$ cat src/rtl/bus_transfer_scheduler_if.sv
// bus_transfer_scheduler_if: request/grant and bus-enable bundle between requesters and the scheduler
//   req        requester -> scheduler  level request per requester
//   req_src    requester -> scheduler  5-bit bus source code per requester
//   req_dst    requester -> scheduler  5-bit destination code per requester
//   gnt        scheduler -> requester  one-hot grant pulse
//   done       scheduler -> requester  one-hot completion pulse
//   bus_out_en scheduler -> bus        one-hot source enable
//   reg_in_en  scheduler -> regfile    one-hot destination load strobe
//   busy       scheduler -> control    transfer in progress
interface bus_transfer_scheduler_if #(
    parameter int NUM_REQ = 4
);
    logic [NUM_REQ-1:0]   req;
    logic [5*NUM_REQ-1:0] req_src;
    logic [5*NUM_REQ-1:0] req_dst;
    logic [NUM_REQ-1:0]   gnt;
    logic [NUM_REQ-1:0]   done;
    logic [31:0]          bus_out_en;
    logic [31:0]          reg_in_en;
    logic                 busy;

    modport master (
        output req, req_src, req_dst,
        input  gnt, done, bus_out_en, reg_in_en, busy
    );

    modport slave (
        input  req, req_src, req_dst,
        output gnt, done, bus_out_en, reg_in_en, busy
    );
endinterface

$ cat src/rtl/bus_transfer_scheduler.sv
// bus_transfer_scheduler: round-robin arbitration of register-to-register bus transfers (drive, settle, load)
//   i_clock  rising-edge clock
//   i_clear  asynchronous active-high reset
//   bus      slave modport: req/req_src/req_dst in; gnt/done/bus_out_en/reg_in_en/busy out (all registered)
module bus_transfer_scheduler #(
    parameter int NUM_REQ       = 4,
    parameter int SETTLE_CYCLES = 1
) (
    input  logic                   i_clock,
    input  logic                   i_clear,
    bus_transfer_scheduler_if.slave bus
);
    localparam int PW = $clog2(NUM_REQ);

    typedef enum logic [1:0] {IDLE, DRIVE, LOAD} state_t;

    state_t             r_state, w_state_nxt;
    logic [3:0]         r_cnt, w_cnt_nxt;
    logic [PW-1:0]      r_ptr, r_win, w_win;
    logic [4:0]         r_dst, w_src, w_dst;
    logic [NUM_REQ-1:0] r_gnt, r_done, w_req_m;
    logic [31:0]        r_bus, r_rin;
    logic               r_busy, w_any, w_grant, w_load;
    logic [PW:0]        w_idx;

    assign w_load = (r_state == DRIVE) && (r_cnt == 4'd0);
    // the transfer completing in LOAD must not win the arbitration that overlaps it
    assign w_req_m = (r_state == LOAD) ? bus.req & ~(NUM_REQ'(1) << r_win) : bus.req;

    // descending scan so the requester closest to the pointer is written last and wins
    always_comb begin
        w_any = 1'b0;
        w_win = '0;
        w_idx = '0;
        for (int i = NUM_REQ - 1; i >= 0; i--) begin
            w_idx = {1'b0, r_ptr} + (PW+1)'(i);
            if (w_idx >= (PW+1)'(NUM_REQ)) w_idx = w_idx - (PW+1)'(NUM_REQ);
            if (w_req_m[w_idx[PW-1:0]]) begin
                w_any = 1'b1;
                w_win = w_idx[PW-1:0];
            end
        end
    end

    always_comb begin
        w_src = '0;
        w_dst = '0;
        for (int i = 0; i < NUM_REQ; i++) begin
            if (w_win == PW'(i)) begin
                w_src = bus.req_src[5*i +: 5];
                w_dst = bus.req_dst[5*i +: 5];
            end
        end
    end

    always_comb begin
        w_state_nxt = r_state;
        w_cnt_nxt   = r_cnt;
        w_grant     = 1'b0;
        case (r_state)
            IDLE: begin
                w_grant     = w_any;
                w_state_nxt = w_any ? DRIVE : IDLE;
            end
            DRIVE: begin
                w_state_nxt = (r_cnt == 4'd0) ? LOAD : DRIVE;
                w_cnt_nxt   = (r_cnt == 4'd0) ? r_cnt : r_cnt - 4'd1;
            end
            LOAD: begin
                w_grant     = w_any;
                w_state_nxt = w_any ? DRIVE : IDLE;
            end
            default: w_state_nxt = IDLE;
        endcase
        if (w_grant) w_cnt_nxt = 4'(SETTLE_CYCLES - 1);
    end

    always_ff @(posedge i_clock or posedge i_clear) begin
        if (i_clear) begin
            r_state <= IDLE;
            r_cnt   <= '0;
            r_ptr   <= '0;
            r_win   <= '0;
            r_dst   <= '0;
            r_gnt   <= '0;
            r_done  <= '0;
            r_bus   <= '0;
            r_rin   <= '0;
            r_busy  <= 1'b0;
        end else begin
            r_state <= w_state_nxt;
            r_cnt   <= w_cnt_nxt;
            r_gnt   <= w_grant ? NUM_REQ'(1) << w_win : '0;
            r_done  <= w_load ? NUM_REQ'(1) << r_win : '0;
            r_rin   <= w_load ? 32'd1 << r_dst : '0;
            r_bus   <= w_grant ? 32'd1 << w_src : (w_state_nxt == IDLE ? '0 : r_bus);
            r_busy  <= w_state_nxt != IDLE;
            if (w_grant) begin
                r_win <= w_win;
                r_dst <= w_dst;
                r_ptr <= (w_win == PW'(NUM_REQ - 1)) ? '0 : w_win + 1'b1;
            end
        end
    end

    assign bus.gnt        = r_gnt;
    assign bus.done       = r_done;
    assign bus.bus_out_en = r_bus;
    assign bus.reg_in_en  = r_rin;
    assign bus.busy       = r_busy;
endmodule

$ cat src/flat_wrapper.sv
// flat-port wrapper written by rule: the top's interface ports become plain ports
module bus_transfer_scheduler_flat 
#(
    parameter int NUM_REQ       = 4,
    parameter int SETTLE_CYCLES = 1
)
  (i_clock, i_clear, bus_req, bus_req_src, bus_req_dst, bus_gnt, bus_done, bus_bus_out_en, bus_reg_in_en, bus_busy);
  bus_transfer_scheduler_if #(.NUM_REQ(NUM_REQ)) bus_i ();
  input  logic i_clock;
  input  logic i_clear;
  input wire logic [$bits(bus_i.req)-1:0] bus_req;
  input wire logic [$bits(bus_i.req_src)-1:0] bus_req_src;
  input wire logic [$bits(bus_i.req_dst)-1:0] bus_req_dst;
  output wire logic [$bits(bus_i.gnt)-1:0] bus_gnt;
  output wire logic [$bits(bus_i.done)-1:0] bus_done;
  output wire logic [$bits(bus_i.bus_out_en)-1:0] bus_bus_out_en;
  output wire logic [$bits(bus_i.reg_in_en)-1:0] bus_reg_in_en;
  output wire logic [$bits(bus_i.busy)-1:0] bus_busy;
  assign bus_i.req = bus_req;
  assign bus_i.req_src = bus_req_src;
  assign bus_i.req_dst = bus_req_dst;
  assign bus_gnt = bus_i.gnt;
  assign bus_done = bus_i.done;
  assign bus_bus_out_en = bus_i.bus_out_en;
  assign bus_reg_in_en = bus_i.reg_in_en;
  assign bus_busy = bus_i.busy;
  bus_transfer_scheduler #(.NUM_REQ(NUM_REQ), .SETTLE_CYCLES(SETTLE_CYCLES)) u_core (.i_clock(i_clock), .i_clear(i_clear), .bus(bus_i));
endmodule
$ cat config.mk
export PLATFORM = sky130hd
export DESIGN_NAME = bus_transfer_scheduler_flat
export DESIGN_NICKNAME = d
export VERILOG_FILES = /design/src/rtl/bus_transfer_scheduler_if.sv /design/src/rtl/bus_transfer_scheduler.sv /design/src/flat_wrapper.sv
export SDC_FILE = /design/constraint.sdc
export NUM_CORES = 1
export LEC_CHECK = 0
export CORE_ASPECT_RATIO = 0.6
export CORE_MARGIN = 4
export CORE_UTILIZATION = 50
export CTS_CLUSTER_SIZE = 28
export DETAILED_ROUTE_END_ITERATION = 10
export PLACE_DENSITY_LB_ADDON = 0.25
export SYNTH_ARGS = -nofsm -noshare
export SYNTH_HDL_FRONTEND = slang
export SYNTH_SLANG_ARGS = --single-unit
$ cat constraint.sdc
create_clock -name i_clock -period 6.5 [get_ports i_clock]
set_clock_uncertainty 0.15 [all_clocks]
set_input_delay 1.625 -clock i_clock [delete_from_list [all_inputs] [get_ports i_clock]]
set_output_delay 1.625 -clock i_clock [all_outputs]
set_load 0.03 [all_outputs]
==> flow_summary.json <==
{
  "status": "completed",
  "r2r_setup_slack_ns": 1.68,
  "design_area_sq_um": 5270,
  "cp_max_fo": 13,
  "grt_usage": 0.238,
  "routed_wl_mm": 10.4,
  "hold_ws_ns": 0.351,
  "vias_per_cell": 5.65,
  "dpl-instance-area_sq_um": 4980,
  "dp_hpwl_mm": 7.58,
  "start_kind": "primary input",
  "cts_tree": "built",
  "cts_sinks": 88,
  "cp-endpoint": "u_core.bus.bus_out_en[7]",
  "crit_start": "bus_req[0]",
  "cellPowerDensity_nw_per_um2": 488,
  "place_congestion": 0.992,
  "grt_pass1_wl_mm": 16.2,
  "fp.coreArea_sq_um": 7240,
  "rsz0062_at_grt": "false",
  "layoutNonFillerInstCount": 561,
  "synth_fp_nets": 390,
  "synth_area_sq_um": 3720,
  "antenna_cells": 0,
  "synth_edf_count": 0,
  "clock_latency_ns": 0.34,
  "syn_avg_cell_area_sq_um": 11.0,
  "drt_iter0_drc": 285,
  "fp-row-count": 24,
  "cts_resized": 0,
  "r2r_end": "u_core.bus.bus_out_en[7]",
  "worst_ep_arrival_time_ns": 5.76,
  "max_cap_violations": 0,
  "cp_data_required_time_ns": 6.63,
  "antenna_left": 0,
  "vias": 3172,
  "gr-total-overflow": 0,
  "clockBufferDepth": 2,
  "reg2reg_from": "u_core.r_state[0]",
  "crit_path_end_kind": "register",
  "nFillCells": 515,
  "ys.flop_type": "dfrtp_1",
  "die_h_um": 74.9,
  "nNetsFinal": 504,
  "maxClockFrequency_mhz": 177,
  "synth_cells": 338,
  "cts_buffers": 9,
  "wl_per_cell_um": 18.6,
  "die_area_sq_um": 8940,
  "hold_viol_final": 0,
  "reg2reg_depth": 11,
  "finalSetupViolCount": 0,
  "cts_root_buf": "clkbuf_16",
  "ir_worst_vdd_mv": 0.303,
  "layout-drive-gt1-share": 0.0678,
  "grt_pass1_vias": 3087,
  "clk_pin_slew_ns": 0.06,
  "fin_crit_ns": 5.63,
  "die_w_um": 119,
  "yosys_warnings": 0,
  "start_util": 0.515,
  "io-pin-count": 119,
  "grt_max_degree": 55,
  "cts_hold_buffers": 0,
  "dr.pass1.iters": 5,
  "seq_area_frac_synth": 0.591,
  "antenna_found_initial": 0,
  "drv_slew": 0,
  "slew_headroom": 0.443,
  "dpl.cell_count": 545,
  "route.detailed.drc": 0,
  "power_leakage_uw": 0.00230,
  "tns_ns": 0,
  "fin_crit_sh": 0.867,
  "synth-async-reset-ratio": 1.00,
  "synth.distinct_cells": 50,
  "hold_path_class": "reg -> reg",
  "worstSetupPathType": "in -> reg",
  "portBuffers": 118,
  "synth_seq_cells": 88,
  "worstMarginPinSlew_ns": 0.833,
  "htreeDepth": 3,
  "postCtsSetupRepairBufs": 0,
  "syn_to_final_growth_pct": 41.6
}
[power by group]
part	internal [uW]	switching (uW)
logic	462	806
registers	682	113
clock network	300	212
[cells by family (layout without fill, tap and decap cells)]
group,Yosys count,count (layout),synth area share
and+or+nand+nor,127,127,0.164
DFF,88,88,0.591
AOI/OAI and AO/OA,80,80,0.173
buffers and inverters,31,150,0.0359
adders and majority gates,6,6,0.0202
xor gates and xnor gates,3,3,0.00706
muxes,3,3,0.00873
[metal layers]
metal / share of wire / GRT usage
met5: 0 / 0
met4: 0.012 / 0.0787
met3: 0.079 / 0.0631
met2: 0.47 / 0.376
met1: 0.44 / 0.329
[area by class of cell]
| class | instances | area, sq um | area share |
|---|---|---|---|
| Timing Repair Buffer | 121 | 1200 | 0.228 |
| Multi-Input combinational cell | 219 | 1390 | 0.264 |
| Tap cell | 104 | 130 | 0.0247 |
| Inverter | 13 | 50.0 | 0.00949 |
| Sequential cell | 88 | 2200 | 0.418 |
| Clock inverter | 6 | 66.3 | 0.0126 |
| Clock buffer | 10 | 229 | 0.0434 |
[cell usage after synthesis (all sizes together) (3+ instances only)]
cell type	n	area, sq um
inv	13	48.8
nor3b	3	27.5
a21oi	6	30.0
a22o	20	175
buf	11	58.8
nand2	24	90.1
o21ai	14	70.1
nor2b	11	68.8
and2	5	31.3
a211oi	4	40.0
clkbuf	7	26.3
o22ai	5	31.3
a32o	8	80.1
a221oi	10	93.8
ha	6	75.1
dfrtp	88	2200
nand3	4	20.0
nor3	8	45.0
nand2b	6	37.5
nor2	55	206
[per-stage QoR]
step           total power, uW  worst slack (ns)  utilization
3_3_place_gp              2010             0.989        0.688
2_1_floorplan             1620              2.35            -
3_5_place_dp              2040             0.721        0.688
5_1_grt                   2710             0.647        0.729
6_report                  2570             0.865        0.729
4_1_cts                   2570              1.01        0.729
[placed cells by master, fill, tap and decap left out, types with 3 or more instances in the layout]
| master | netlist | final |
|---|---|---|
| clkdlybuf4s50_1 | 0 | 118 |
| dfrtp_1 | 88 | 88 |
| nor2_1 | 55 | 55 |
| nand2_1 | 24 | 24 |
| a22o_1 | 20 | 20 |
| inv_1 | 13 | 12 |
| nor2b_1 | 11 | 10 |
| a221oi_1 | 9 | 9 |
| clkbuf_16 | 0 | 9 |
| a32o_1 | 8 | 8 |
| o21ai_0 | 8 | 8 |
| nor3_1 | 7 | 7 |
| nand2b_1 | 6 | 6 |
| o21ai_1 | 6 | 6 |
| a21oi_1 | 6 | 6 |
| ha_1 | 6 | 6 |
| o22ai_1 | 5 | 5 |
| and2_1 | 5 | 5 |
| nand3_1 | 4 | 4 |
| clkinv_2 | 0 | 3 |
| buf_4 | 3 | 3 |
[worst min path at each step]
stage                               from                        end  slack, ns  cells past startpoint
2_1_floorplan            u_core.r_dst[1]            u_core.r_dst[1]       0.35                      2
3_3_place_gp   u_core.bus.bus_out_en[12]  u_core.bus.bus_out_en[12]       0.33                      2
3_5_place_dp   u_core.bus.bus_out_en[12]  u_core.bus.bus_out_en[12]       0.33                      2
4_1_cts        u_core.bus.bus_out_en[12]  u_core.bus.bus_out_en[12]       0.35                      2
5_1_grt        u_core.bus.bus_out_en[22]  u_core.bus.bus_out_en[22]       0.36                      1
6_report       u_core.bus.bus_out_en[13]  u_core.bus.bus_out_en[13]       0.35                      2
[worst max-delay path, stage by stage]
cell	delay, ns
clkdlybuf4s50_1	0.45
o31ai_1	0.16
o21ai_0	0.17
a221oi_1	0.52
inv_1	0.14
ha_1	0.41
nor2b_1	0.72
a221oi_1	0.24
a211oi_2	0.72
nor3b_2	0.43
a22o_1	0.17
[sequential cells by signal, summed over array words and instances (netlist names)]
signal / count
u_core.bus.bus_out_en: 32
u_core.bus.busy: 1
u_core.bus.done: 4
u_core.bus.gnt: 4
u_core.bus.reg_in_en: 32
u_core.r_cnt: 4
u_core.r_dst: 5
u_core.r_ptr: 2
u_core.r_state: 2
u_core.r_win: 2
Note: power is estimated with default switching activity, not from simulation.
